==> src/rtl/bist_misr.sv <==
// Multiple-input signature register: load has priority over a compaction step.
module bist_misr #(
  parameter int               WIDTH = 16,
  parameter logic [WIDTH-1:0] POLY  = 16'h1021,
  parameter logic [WIDTH-1:0] SEED  = 16'hFFFF
) (
  input  logic             clk,
  input  logic             reset,
  input  logic             load,
  input  logic             enable,
  input  logic [WIDTH-1:0] data_in,
  output logic [WIDTH-1:0] misr
);

  logic [WIDTH-1:0] misr_q;
  logic [WIDTH-1:0] misr_d;

  always_comb begin
    misr_d = misr_q;
    if (load) begin
      misr_d = SEED;
    end else if (enable) begin
      misr_d = {misr_q[WIDTH-2:0], 1'b0}
             ^ (misr_q[WIDTH-1] ? POLY : {WIDTH{1'b0}})
             ^ data_in;
    end else begin
      misr_d = misr_q;
    end
  end

  always_ff @(posedge clk or negedge reset) begin
    if (!reset) begin
      misr_q <= SEED;
    end else begin
      misr_q <= misr_d;
    end
  end

  assign misr = misr_q;

endmodule

==> config.mk <==
export PLATFORM = sky130hd
export DESIGN_NAME = bist_misr
export DESIGN_NICKNAME = d
export VERILOG_FILES = /design/src/rtl/bist_misr.sv
export SDC_FILE = /design/constraint.sdc
export NUM_CORES = 1
export LEC_CHECK = 0
export ABC_AREA = 1
export BUFFER_PORTS_ARGS = -buffer_cell sky130_fd_sc_hd__buf_2
export CELL_PAD_IN_SITES_DETAIL_PLACEMENT = 1
export CELL_PAD_IN_SITES_GLOBAL_PLACEMENT = 2
export CORE_MARGIN = 4
export CORE_UTILIZATION = 28
export CTS_BUF_LIST = sky130_fd_sc_hd__clkbuf_8 sky130_fd_sc_hd__clkbuf_16
export CTS_CLUSTER_DIAMETER = 120
export CTS_CLUSTER_SIZE = 30
export DETAILED_ROUTE_END_ITERATION = 12
export PLACE_DENSITY_LB_ADDON = 0.12
export SETUP_SLACK_MARGIN = 0.05
export SLEW_MARGIN = 0
export SYNTH_ARGS = -nofsm -noshare
export SYNTH_HDL_FRONTEND = slang
export SYNTH_SLANG_ARGS = --single-unit
==> constraint.sdc <==
create_clock -name clk -period 3.2 [get_ports clk]
set_clock_uncertainty 0.15 [all_clocks]
set_input_delay 0.96 -clock clk [delete_from_list [all_inputs] [get_ports clk]]
set_output_delay 0.96 -clock clk [all_outputs]
set_load 0.1 [all_outputs]
==> results of run 1 <==
[metal layers]
| layer | vias up | GRT usage, % | share of wire [%] |
|---|---|---|---|
| li1 | 378 | - | - |
| met1 | 355 | 12.0 | 43 |
| met2 | 18 | 16.9 | 50 |
| met3 | 2 | 2.77 | 6.2 |
| met4 | 0 | 3.96 | 0.51 |
| met5 | - | 0 | 0 |
[tightest hold or removal path, cell delays in order, from the launching register on]
cell and delay, ns:
dfstp_2 0.38, o21ai_2 0.12, inv_1 0.03
[cells in the mapped netlist, drive strengths merged]
| library cell | n |
|---|---|
| buf | 1 |
| clkbuf | 2 |
| dfstp | 16 |
| inv | 22 |
| nand2 | 24 |
| nand3 | 6 |
| nor2 | 2 |
| o21ai | 14 |
| or2 | 2 |
| xnor2 | 14 |
[power by group]
group | switching, W | internal, W
clock network | 0.0000622 | 0.0000832
registers | 0.0000309 | 0.000250
logic | 0.000265 | 0.0000710
total | 0.000358 | 0.000404
[placed cells by master (no fill, tap or decap)]
master and instances:
inv_1 13, nand3_1 6, or2_2 2, xnor2_1 14
nor2_2 2, nand2_1 24, o21ai_0 4, o21ai_2 10
inv_2 9, dfstp_2 16, buf_2 35, clkbuf_8 3
[cell type report]
class	instances	area, sq um
fill	390	1930
sequential	16	420
multi-input combinational	62	375
timing repair buffer	35	175
inverter	22	82.6
tap	44	55.1
clock buffer	3	41.3
[cell families after synthesis]
family,after synthesis,share of synthesized area [%]
and+or+nand+nor,34,16.1
AOI/OAI and AO/OA,14,11.9
xor gates and xnor gates,14,13.6
DFF,16,46.6
buffers and inverters,25,11.8
[per-stage QoR]
step	util, %	total power [W]
4_1_cts	37.4	0.000776
5_1_grt	37.4	0.000808
3_3_place_gp	36.0	0.000621
2_1_floorplan	-	0.000568
3_5_place_dp	36.0	0.000624
6_report	37.4	0.000762
[final timing paths]
kind / end / depth (start not counted)
worst max-delay path: misr[15] / 1
worst min-delay path: misr[3]$_DFFE_PN1P_ / 2
worst max register to register: misr[5]$_DFFE_PN1P_ / 6
worst min register to register: misr[3]$_DFFE_PN1P_ / 2
max in group asynchronous: misr[3]$_DFFE_PN1P_ / 1
min in group asynchronous: misr[13]$_DFFE_PN1P_ / 1
==> results.toml, run 1 <==
[global_routing]
antenna_found_initial = 0
grt_remaining_overflow = 0
first_global_vias = 752
grt_max_degree = 17
gr-usage-all-layers_pct = 10.0
grt_pass1_wl_mm = 3.31

[timing]
setup_tns_ns = 0
worst_slew_pin_slew_ns = 0.644
slew_violations = 0
fin_crit_ns = 2.41
final_hold_viol_count = 0
rsz0062_at_grt = "no"
fmax_mhz = 414
setup_slack_ns = 0.786
finalCritPeriodShare_pct = 75.4
finalHoldWorstSlack_ns = 0.384
slew_headroom_pct = 57.1
setup-violations-final = 0

[power]
ir_drop_mv = 0.261
p_leak_nw = 0.532
p_per_area_mw_per_mm2 = 663

[finish]
syn_to_final_growth_pct = 27.5
finalInstanceArea_sq_mm = 0.00115
largest_reg_flops = 16
final_cell_count_no_fill = 182
drive_above_1_share_pct = 55.8
final_nets = 160
diodes = 0

[floorplan]
dieArea_sq_mm = 0.00419
die_h_um = 64.8
core.rowCount = 20
ios = 36
die_x_um = 64.8
coreArea_sq_mm = 0.00308
initial_utilization_pct = 29.3

[critical_path]
crit_arrival_ns = 1.30
cp_num_buf_inv = 1
r2r_start = "misr[15]$_DFFE_PN1P_"
critPathTopFamily = "flip-flops"
crit_slowest_cell = "dfstp_2"
crit_start = "misr[15]$_DFFE_PN1P_"
cpPeakStageDelay_ns = 0.61
cp-start-kind = "register"
crit_path_end_kind = "primary output"
r2r_slack_ns = 1.95
worstSetupPathType = "register to primary output"
crit_chain = "buf_2"
worstPathRequired_ns = 2.09
path_max_fanout = 8

[logic_synthesis]
synth_top_area_cell = "dfstp_2"
synthCells = 103
synth_top_cells_by_area = "dfstp_2, xnor2_1, nand2_1, o21ai_2, inv_1"
ys_seq_area_share_pct = 46.6
syn_nets = 123
ys_warn_count = 0
synth_area_sq_um = 902
avgSynthCellArea_sq_um = 8.76
synth_seq_cells = 16
synth_top_area_share_pct = 46.6
ys_types = 13

[detailed_routing]
vias = 753
ant_nets = 0
drc = 0
dr.pass1.iters = 4
drt_wl_total_mm = 1.97
via_per_inst = 4.14
routedWlPerCell_um = 10.8
drt_iter0_drc = 9

[clock_tree]
clk_pin_slew_ns = 0.06
htreeDepth = 1
clock-sinks = 16
clk_latency_ns = 0.24
cts_resized = 0
root_buffer = "clkbuf_8"
cts_tree = "yes"
cts_setup_buffers = 0
cts_made_buffers = 3
holdBufCountCts = 0
clock_path_buffers = 2

[job]
drv_cap = 0

[place]
place_ws_ns = 0.970
place.gp.congestion = 0.637
io_buffers = 35
placedInstanceArea_sq_mm = 0.00111
dp_cells = 179
dpl.hpwl_mm = 1.55

[min_path]
hold_class = "register to register"
hp-start = "misr[3]$_DFFE_PN1P_"

[run_status]
status = "finished clean"
Power figures use the tool's default switching activity.
==> inputs of run 2 (changes only) <==
--- a/config.mk
+++ b/config.mk
@@ -10,7 +10,7 @@
 export CELL_PAD_IN_SITES_DETAIL_PLACEMENT = 1
 export CELL_PAD_IN_SITES_GLOBAL_PLACEMENT = 2
 export CORE_MARGIN = 4
-export CORE_UTILIZATION = 28
+export CORE_UTILIZATION = 24
 export CTS_BUF_LIST = sky130_fd_sc_hd__clkbuf_8 sky130_fd_sc_hd__clkbuf_16
 export CTS_CLUSTER_DIAMETER = 120
 export CTS_CLUSTER_SIZE = 30
==> constraint.sdc (replaced) <==
create_clock -name clk -period 2.1 [get_ports clk]
set_clock_uncertainty 0.15 [all_clocks]
set_input_delay 0.63 -clock clk [delete_from_list [all_inputs] [get_ports clk]]
set_output_delay 0.63 -clock clk [all_outputs]
set_load 0.1 [all_outputs]
==> results.toml, run 2 (same netlist as run 1, synthesis figures left out) <==
[detailed_routing]
vias = 768
ant_nets = 0
routedWlPerCell_um = 11.4
drt_iter0_drc = 9
drc = 0
dr.pass1.iters = 2
via_per_inst = 4.06
drt_wl_total_mm = 2.15

[power]
p_per_area_mw_per_mm2 = 1010
pwr-share-comb_pct = 43.6
clkPwrFrac_pct = 21.9
p_sw_w = 0.000568
fin_total_pwr_w = 0.00126
p_leak_nw = 0.577
ir_drop_mv = 0.384
power_frac_seq_pct = 34.5
p_sw_share_pct = 45.2
p_int_w = 0.000689

[floorplan]
core.rowCount = 22
die_h_um = 69.3
coreArea_sq_mm = 0.00363
ios = 36
initial_utilization_pct = 24.8
die_x_um = 69.3
dieArea_sq_mm = 0.00480

[clock_tree]
cts_made_buffers = 3
root_buffer = "clkbuf_8"
clock_path_buffers = 2
clk_pin_slew_ns = 0.07
cts_tree = "yes"
holdBufCountCts = 0
clock-sinks = 16
htreeDepth = 1
clk_latency_ns = 0.25

[place]
dpl.hpwl_mm = 1.68
place.gp.congestion = 0.669
io_buffers = 35

[min_path]
hold_class = "register to register"

[critical_path]
crit_slowest_cell = "dfstp_2"
crit_chain = "buf_2"
cpPeakStageDelay_ns = 0.56
critPathTopFamily = "flip-flops"
cp_num_buf_inv = 1
worstSetupPathType = "register to primary output"
crit_path_end_kind = "primary output"
worstPathRequired_ns = 1.32
cp-start-kind = "register"
path_max_fanout = 3
crit_arrival_ns = 1.24

[timing]
rsz0062_at_grt = "no"
final_hold_viol_count = 0
slew_violations = 0
setup-violations-final = 0
worst_slew_pin_slew_ns = 0.677
setup_tns_ns = 0
slew_headroom_pct = 54.8
fmax_mhz = 496
fin_crit_ns = 2.02
finalCritPeriodShare_pct = 96.1

[finish]
final_common_cell = "buf_2"
diodes = 0
drive_above_1_share_pct = 56.7
fill_cells = 457
syn_to_final_growth_pct = 37.9
final_nets = 162
layout_common_cells = "buf_2, nand2_1, dfstp_2"
largest_reg_flops = 16

[global_routing]
grt_max_degree = 17
grt_remaining_overflow = 0
antenna_found_initial = 0
first_global_vias = 841
gr-usage-all-layers_pct = 9.76
grt_pass1_wl_mm = 3.82

[run_status]
status = "finished clean"

[job]
drv_cap = 0
-- run 2: changes by cell type in the layout (fill, tap and decap cells not counted), sizes merged --
cell    previous run  this run
clkbuf             3        10
buf               35        31
-- run 2: per-stage QoR --
| step | utilization, % | std cells | setup WS, ns | hold WS [ns] | area, sq um |
|---|---|---|---|---|---|
| detailed placement | 32.3 | 185 | 0.221 | 0.382 | 1170 |
| global placement | 32.3 | 185 | 0.291 | 0.369 | 1170 |
| finish | 34.2 | 189 | 0.0829 | 0.387 | 1240 |
| global route | 34.2 | 189 | 0.0506 | 0.418 | 1240 |
| CTS | 33.8 | 189 | 0.0503 | 0.393 | 1230 |
| floorplan | - | 103 | 0.450 | 0.332 | 902 |
-- run 2: path summary, 6_finish.rpt --
check,from,end,slack (ns),cells past startpoint
setup reg to reg,misr[15]$_DFFE_PN1P_,misr[5]$_DFFE_PN1P_,0.81,6
setup / recovery,misr[7]$_DFFE_PN1P_,misr[7],0.08,1
max in group asynchronous,reset,misr[12]$_DFFE_PN1P_,1.35,1
hold / removal,misr[3]$_DFFE_PN1P_,misr[3]$_DFFE_PN1P_,0.39,2
hold reg to reg,misr[3]$_DFFE_PN1P_,misr[3]$_DFFE_PN1P_,0.39,2
min in group asynchronous,reset,misr[9]$_DFFE_PN1P_,0.42,1
-- run 2: routing by layer --
metal | vias up | global-route usage (%) | wire length (um)
met2 | 18 | 16.6 | 1090
met4 | 0 | 4.56 | 24
li1 | 381 | - | -
met5 | - | 0 | 0
met1 | 365 | 10.9 | 898
met3 | 4 | 3.33 | 139
-- run 2: what timing repair did --
item                                    in CTS  in global routing
endpoints found under the setup margin       0                  6
resized for setup                            0                  6
setup buffers                                0                  0
-- run 2: layout make-up --
cell class / count / area (sq um) / share of cell area [%]
flip-flops and latches: 16 / 420 / 33.8
multi-input cells: 62 / 375 / 30.2
repair buffers: 37 / 250 / 20.1
inverters: 22 / 82.6 / 6.64
well taps: 48 / 60.1 / 4.83
clock buffers: 4 / 55.1 / 4.43
-- run 2: power by group through the flow --
stage	logic, W	registers [W]	clock network (W)
3_5_place_dp	0.000546	0.000440	0
4_1_cts	0.000548	0.000436	0.000290
3_3_place_gp	0.000541	0.000437	0
2_1_floorplan	0.000133	0.000733	0
5_1_grt	0.000580	0.000443	0.000302
6_report	0.000547	0.000433	0.000276
